$ cat config.mk
export PLATFORM = sky130hd
export DESIGN_NAME = player_sprite_render
export DESIGN_NICKNAME = d
export VERILOG_FILES = /design/src/rtl/player_sprite_render_pkg.sv /design/src/rtl/player_sprite_render_player.sv /design/src/rtl/player_sprite_render.sv
export SDC_FILE = /design/constraint.sdc
export NUM_CORES = 1
export LEC_CHECK = 0
export ABC_AREA = 1
export CORE_ASPECT_RATIO = 0.9
export CORE_UTILIZATION = 45
export DETAILED_ROUTE_END_ITERATION = 16
export GPL_ROUTABILITY_DRIVEN = 0
export PLACE_DENSITY_LB_ADDON = 0.05
export SETUP_SLACK_MARGIN = 0.05
export SLEW_MARGIN = 5
export SYNTH_ARGS = -nofsm -noshare
export SYNTH_HDL_FRONTEND = slang
export SYNTH_SLANG_ARGS = --single-unit
$ cat constraint.sdc
create_clock -name clk -period 1.86 [get_ports clk]
set_input_delay 0.372 -clock clk [delete_from_list [all_inputs] [get_ports clk]]
set_output_delay 0.372 -clock clk [all_outputs]
set_load 0.005 [all_outputs]
$ cat src/rtl/player_sprite_render_pkg.sv
// Constants shared by the player renderer, the game logic and the other sprite renderers.
package player_sprite_render_pkg;

    localparam int unsigned COLOR_W      = 12;
    localparam int unsigned SCREEN_W     = 640;
    localparam int unsigned SCREEN_H     = 480;

    localparam int unsigned SPR_W        = 64;
    localparam int unsigned SPR_H        = 64;
    localparam int unsigned ROM_COL_AW   = 6;
    localparam int unsigned ROM_ROW_AW   = 6;

    localparam logic [COLOR_W-1:0] TRANSPARENT = 12'hF0F;

    localparam int unsigned FLASH_FRAMES = 30;
    localparam int unsigned BLINK_SHIFT  = 2;

    typedef logic [COLOR_W-1:0] color_t;

    // Everything that travels alongside the ROM's address registers.
    typedef struct packed {
        logic   in_box;
        logic   video_on;
        logic   hsync;
        logic   vsync;
        logic   hide;
        color_t bg;
    } stage1_t;

endpackage

$ cat src/rtl/player_sprite_render_player.sv
// Player sprite ROM: 64x64 texels, 12-bit colour, address registered internally.
module player
    import player_sprite_render_pkg::*;
(
    input  logic                  clk,
    input  logic [ROM_ROW_AW-1:0] row,
    input  logic [ROM_COL_AW-1:0] col,
    output logic [COLOR_W-1:0]    color_data
);

    logic [ROM_ROW_AW-1:0] row_q;
    logic [ROM_COL_AW-1:0] col_q;

    // Register the address; the texel appears one clock later.
    always_ff @(posedge clk) begin
        row_q <= row;
        col_q <= col;
    end

    // Texel contents: a diagonal see-through stripe over a row/col gradient.
    always_comb begin
        if (row_q[3:0] == col_q[3:0]) begin
            color_data = TRANSPARENT;
        end else begin
            color_data = {row_q[5:2], col_q[5:2], row_q[1:0], col_q[1:0]};
        end
    end

endmodule

$ cat src/rtl/player_sprite_render.sv
// Player sprite compositor: address generation with mirroring and edge clipping,
// hit-flash blinking and a 2-stage pipeline that keeps rgb and syncs aligned.
module player_sprite_render
    import player_sprite_render_pkg::*;
#(
    parameter int unsigned SPR_W        = player_sprite_render_pkg::SPR_W,
    parameter int unsigned SPR_H        = player_sprite_render_pkg::SPR_H,
    parameter int unsigned FLASH_FRAMES = player_sprite_render_pkg::FLASH_FRAMES,
    parameter int unsigned BLINK_SHIFT  = player_sprite_render_pkg::BLINK_SHIFT
) (
    input  logic         clk,
    input  logic         reset,
    input  logic [9:0]   pixel_x,
    input  logic [9:0]   pixel_y,
    input  logic         video_on,
    input  logic         hsync_in,
    input  logic         vsync_in,
    input  logic         frame_tick,
    input  logic [11:0]  bg_rgb,
    input  logic [9:0]   player_x,
    input  logic [9:0]   player_y,
    input  logic         facing,
    input  logic         hit_pulse,
    output logic [11:0]  rgb,
    output logic         hsync_out,
    output logic         vsync_out,
    output logic         sprite_px,
    output logic         flashing
);

    localparam int unsigned FW = $clog2(FLASH_FRAMES + 1);

    // Frame-latched position and facing
    logic [9:0]              pos_x_q, pos_x_d;
    logic [9:0]              pos_y_q, pos_y_d;
    logic                    face_q, face_d;

    // Hit flash
    logic [FW-1:0]           flash_cnt_q, flash_cnt_d;
    logic                    flashing_q, flashing_d;
    logic                    hide;

    // Address generation
    logic                    in_box;
    logic [ROM_COL_AW-1:0]   rel_col;
    logic [ROM_ROW_AW-1:0]   rel_row;
    logic [ROM_COL_AW-1:0]   rom_col;
    logic [ROM_ROW_AW-1:0]   rom_row;
    color_t                  color_data;

    // Pipeline
    stage1_t                 s1_q, s1_d;
    color_t                  rgb_q, rgb_d;
    logic                    sprite_px_q, sprite_px_d;
    logic                    hsync_q, hsync_d;
    logic                    vsync_q, vsync_d;
    logic                    opaque;

    // Position latch and flash counter; a hit reload beats a coincident frame decrement.
    always_comb begin
        pos_x_d = pos_x_q;
        pos_y_d = pos_y_q;
        face_d  = face_q;
        if (frame_tick) begin
            pos_x_d = player_x;
            pos_y_d = player_y;
            face_d  = facing;
        end

        flash_cnt_d = flash_cnt_q;
        if (hit_pulse) begin
            flash_cnt_d = FW'(FLASH_FRAMES);
        end else if (frame_tick && (flash_cnt_q != '0)) begin
            flash_cnt_d = flash_cnt_q - 1'b1;
        end
        flashing_d = (flash_cnt_d != '0);

        hide = (flash_cnt_q != '0) && flash_cnt_q[BLINK_SHIFT];
    end

    // Sprite-relative ROM address; only the low address bits of the difference matter,
    // so the subtraction is done at ROM width. 11-bit bounds keep edge sprites from wrapping.
    always_comb begin
        in_box = ({1'b0, pixel_x} >= {1'b0, pos_x_q}) &&
                 ({1'b0, pixel_x} <  ({1'b0, pos_x_q} + 11'(SPR_W))) &&
                 ({1'b0, pixel_y} >= {1'b0, pos_y_q}) &&
                 ({1'b0, pixel_y} <  ({1'b0, pos_y_q} + 11'(SPR_H)));

        rel_col = pixel_x[ROM_COL_AW-1:0] - pos_x_q[ROM_COL_AW-1:0];
        rel_row = pixel_y[ROM_ROW_AW-1:0] - pos_y_q[ROM_ROW_AW-1:0];

        rom_col = '0;
        rom_row = '0;
        if (in_box) begin
            rom_col = face_q ? (ROM_COL_AW'(SPR_W - 1) - rel_col) : rel_col;
            rom_row = rel_row;
        end
    end

    player u_rom (
        .clk        (clk),
        .row        (rom_row),
        .col        (rom_col),
        .color_data (color_data)
    );

    // Stage 1 capture and stage 2 compositing.
    always_comb begin
        s1_d.in_box   = in_box;
        s1_d.video_on = video_on;
        s1_d.hsync    = hsync_in;
        s1_d.vsync    = vsync_in;
        s1_d.hide     = hide;
        s1_d.bg       = bg_rgb;

        opaque = s1_q.in_box && (color_data != TRANSPARENT) && !s1_q.hide;

        if (!s1_q.video_on) begin
            rgb_d = '0;
        end else if (opaque) begin
            rgb_d = color_data;
        end else begin
            rgb_d = s1_q.bg;
        end
        sprite_px_d = s1_q.video_on && opaque;
        hsync_d     = s1_q.hsync;
        vsync_d     = s1_q.vsync;
    end

    // All state with synchronous reset.
    always_ff @(posedge clk) begin
        if (reset) begin
            pos_x_q     <= '0;
            pos_y_q     <= '0;
            face_q      <= 1'b0;
            flash_cnt_q <= '0;
            flashing_q  <= 1'b0;
            s1_q        <= '0;
            rgb_q       <= '0;
            sprite_px_q <= 1'b0;
            hsync_q     <= 1'b0;
            vsync_q     <= 1'b0;
        end else begin
            pos_x_q     <= pos_x_d;
            pos_y_q     <= pos_y_d;
            face_q      <= face_d;
            flash_cnt_q <= flash_cnt_d;
            flashing_q  <= flashing_d;
            s1_q        <= s1_d;
            rgb_q       <= rgb_d;
            sprite_px_q <= sprite_px_d;
            hsync_q     <= hsync_d;
            vsync_q     <= vsync_d;
        end
    end

    assign rgb       = rgb_q;
    assign sprite_px = sprite_px_q;
    assign hsync_out = hsync_q;
    assign vsync_out = vsync_q;
    assign flashing  = flashing_q;

endmodule

==> flow_summary.json <==
{
  "status": "complete, but fails checks",
  "violations": "setup timing",
  "antenna_found_initial": 0,
  "slew_violations": 0,
  "io_pins": 76,
  "fin_crit_sh_pct": 102,
  "drive_gt1_share_pct": 11.9,
  "p_int_mw": 2.64,
  "clock_sinks": 71,
  "finalSetupViolCount": 13,
  "yosys_most_used_dff": "dfxtp_1",
  "clockPowerShare_pct": 26.9,
  "setup_slack_ns": -0.0386,
  "maxSlewHeadroom_pct": 77.1,
  "hold_class": "flop to flop",
  "dr_total_vias": 3338,
  "max_slew.worst_pin.slew_ns": 0.343,
  "r2r_start": "pos_x_q[6]",
  "ant_nets": 0,
  "clk_pin_slew_ns": 0.07,
  "rsz0062_at_grt": "true",
  "hold_viol": 0,
  "hold_end": "hsync_out",
  "nets": 697,
  "seq_area_frac_synth_pct": 39.0,
  "grt_max_degree": 40,
  "die-area_um2": 8460,
  "wl_per_cell_um": 11.0,
  "critPathMaxFanout": 13,
  "synthCells": 497,
  "synth.area.top_cells": "dfxtp_1, ha_1, nor2_1, inv_1, nand2_1",
  "power_frac_seq_pct": 42.9,
  "min_from": "hsync_d",
  "synth_nets": 591,
  "r2r_setup_slack_ns": -0.01,
  "grt_use_total_pct": 18.8,
  "post-route-min-period_ns": 1.90,
  "num_rows": 30,
  "syn_to_final_growth_pct": 36.0,
  "power_leakage_nw": 2.25,
  "die_h_um": 87.4,
  "diodes": 0,
  "worst_ir_drop_vdd_mv": 0.430,
  "ys_top_cells_by_count": "nor2_1, inv_1, dfxtp_1, nand2_1, a21oi_1",
  "yosysMostFrequentCell": "nor2_1",
  "dpl.hpwl_um": 5910,
  "grt_first_pass_wirelength_um": 12800,
  "wl_um": 7700,
  "cts_tree": "built",
  "p_sw_share_pct": 31.5,
  "cp.required_ns": 2.13,
  "ys_ff_latch": 71,
  "cp-end-kind": "flop",
  "synth-async-reset-ratio_pct": 0,
  "clock_latency_ns": 0.34,
  "dp_slack_ns": -0.402,
  "avgSynthCellArea_um2": 7.33,
  "power-per-cell-area_nw_per_um2": 776,
  "grt_pass1_vias": 3084,
  "synth_edf_count": 0,
  "firstDrtPassIters": 5,
  "grt-ovfl-total": 0,
  "synth_top_cell_by_area": "dfxtp_1",
  "reg2regPathDepth": 11,
  "cts_made_buffers": 9,
  "clockBufferDepth": 2,
  "fmax_mhz": 527,
  "power_mw": 3.85,
  "fp.dieW_um": 96.9,
  "yosysWarnings": 0,
  "hold_depth": 2,
  "clock_skew_ns": 0.00890,
  "worstSetupPathType": "input pin to flop",
  "worst_setup_path_start_kind": "input pin",
  "drtIter0Drc": 90,
  "cts_root_buffer": "clkbuf_8",
  "numPortBuffers": 75,
  "vias_per_cell": 4.75,
  "synth_top_cell_area_share_pct": 39.0,
  "h-tree-depth": 3,
  "route.detailed.drc": 0,
  "synth_area_um2": 3640,
  "start_util_pct": 47.3,
  "pwr-share-comb_pct": 30.2,
  "drv_cap": 0,
  "hold_buffers": 0,
  "synth_cell_type_count": 29,
  "core_um2": 7690,
  "cp.arrival_ns": 2.17,
  "rr_endpoint": "u_rom.row_q[3]",
  "p_sw_mw": 1.21
}
[per-layer routing]
| layer | global-route usage (%) | part of all wire, % | wire length, um |
|---|---|---|---|
| met3 | 4.98 | 4.0 | 310 |
| met5 | 0 | 0 | 0 |
| met4 | 5.56 | 0.99 | 76 |
| met1 | 22.4 | 47 | 3660 |
| met2 | 33.4 | 47 | 3660 |
[worst max path at each step]
stage,startpoint,end,slack (ns),cells after the start
after floorplan,pos_y_q[6],s1_q[16],0.08,10
after global placement,pixel_x[0],u_rom.col_q[5],-0.37,8
after detailed placement,pixel_x[0],u_rom.row_q[3],-0.40,8
after CTS,pos_y_q[6],u_rom.row_q[3],-0.04,9
after global routing,pos_y_q[6],u_rom.row_q[1],-0.12,10
final,pixel_x[0],u_rom.row_q[3],-0.04,8
[critical path, stage by stage]
cell	delay, ns
clkdlybuf4s50_1	0.46
inv_1	0.04
ha_1	0.21
fa_1	0.41
o2111ai_1	0.27
nand4_1	0.14
buf_6	0.17
nor2_1	0.09
[repair_timing]
action | 4_1_cts | 5_1_grt
resized for setup | 4 | 21
hold endpoints to repair | 0 | 0
pin swaps | 1 | 5
gates cloned | 0 | 1
endpoints found under the setup margin | 13 | 26
setup buffers | 0 | 0
[metrics by stage]
stage	hold WS (ns)	std cells	setup TNS, ns	util [%]	area [um^2]
after floorplan	0.388	497	0	-	3650
after global placement	0.389	687	-4.78	61.3	4720
after detailed placement	0.393	687	-5.03	61.3	4720
after CTS	0.404	702	-0.325	63.6	4890
after global routing	0.412	703	-1.73	64.4	4960
final	0.402	703	-0.325	64.4	4960
[placed cells by master (no fill, tap or decap), types with 9 or more instances in the layout]
cell type / Yosys / routed
dfxtp_1: 71 / 67
xor2_1: 10 / 10
nor2_1: 81 / 76
o21ai_0: 35 / 32
nand3_1: 25 / 25
buf_4: 1 / 32
nand2_1: 71 / 69
ha_1: 32 / 30
clkbuf_8: 0 / 9
inv_1: 80 / 80
clkdlybuf4s50_1: 0 / 75
a21oi_1: 45 / 43
[registers in the layout, indices dropped and copies added (netlist names)]
register / flops
s1_q: 15
rgb: 12
pos_x_q: 10
pos_y_q: 10
u_rom.col_q: 6
u_rom.row_q: 6
flash_cnt_q: 5
face_q: 1
flashing: 1
hsync_d: 1
hsync_out: 1
sprite_px: 1
vsync_d: 1
vsync_out: 1
[cells by family (layout without fill, tap and decap cells)]
kind of cell	Yosys count	in the layout	share of synthesized area, %
buffers and inverters	96	205	10.5
flip-flops	71	71	39.0
AO/OA/AOI/OAI	92	92	13.3
adder cells (fa/ha/maj)	34	34	12.1
AND/OR/NAND/NOR	186	187	20.8
XOR/XNOR	18	18	4.33
[power groups by stage]
stage,logic (mW),clock network [mW],registers [mW]
global route,1.31,1.14,1.66
detailed placement,1.10,0,1.68
floorplan,0.707,0,1.67
CTS,1.11,1.08,1.65
global placement,1.08,0,1.68
finish,1.16,1.03,1.65
[cell type report]
type	instances	area [um^2]
Clock buffer	9	124
Fill cell	708	2740
Multi-Input combinational cell	331	1900
Sequential cell	71	1430
Timing Repair Buffer	110	1040
Inverter	80	300
Clock inverter	6	38.8
Tap cell	96	120
Power figures use the tool's default switching activity.
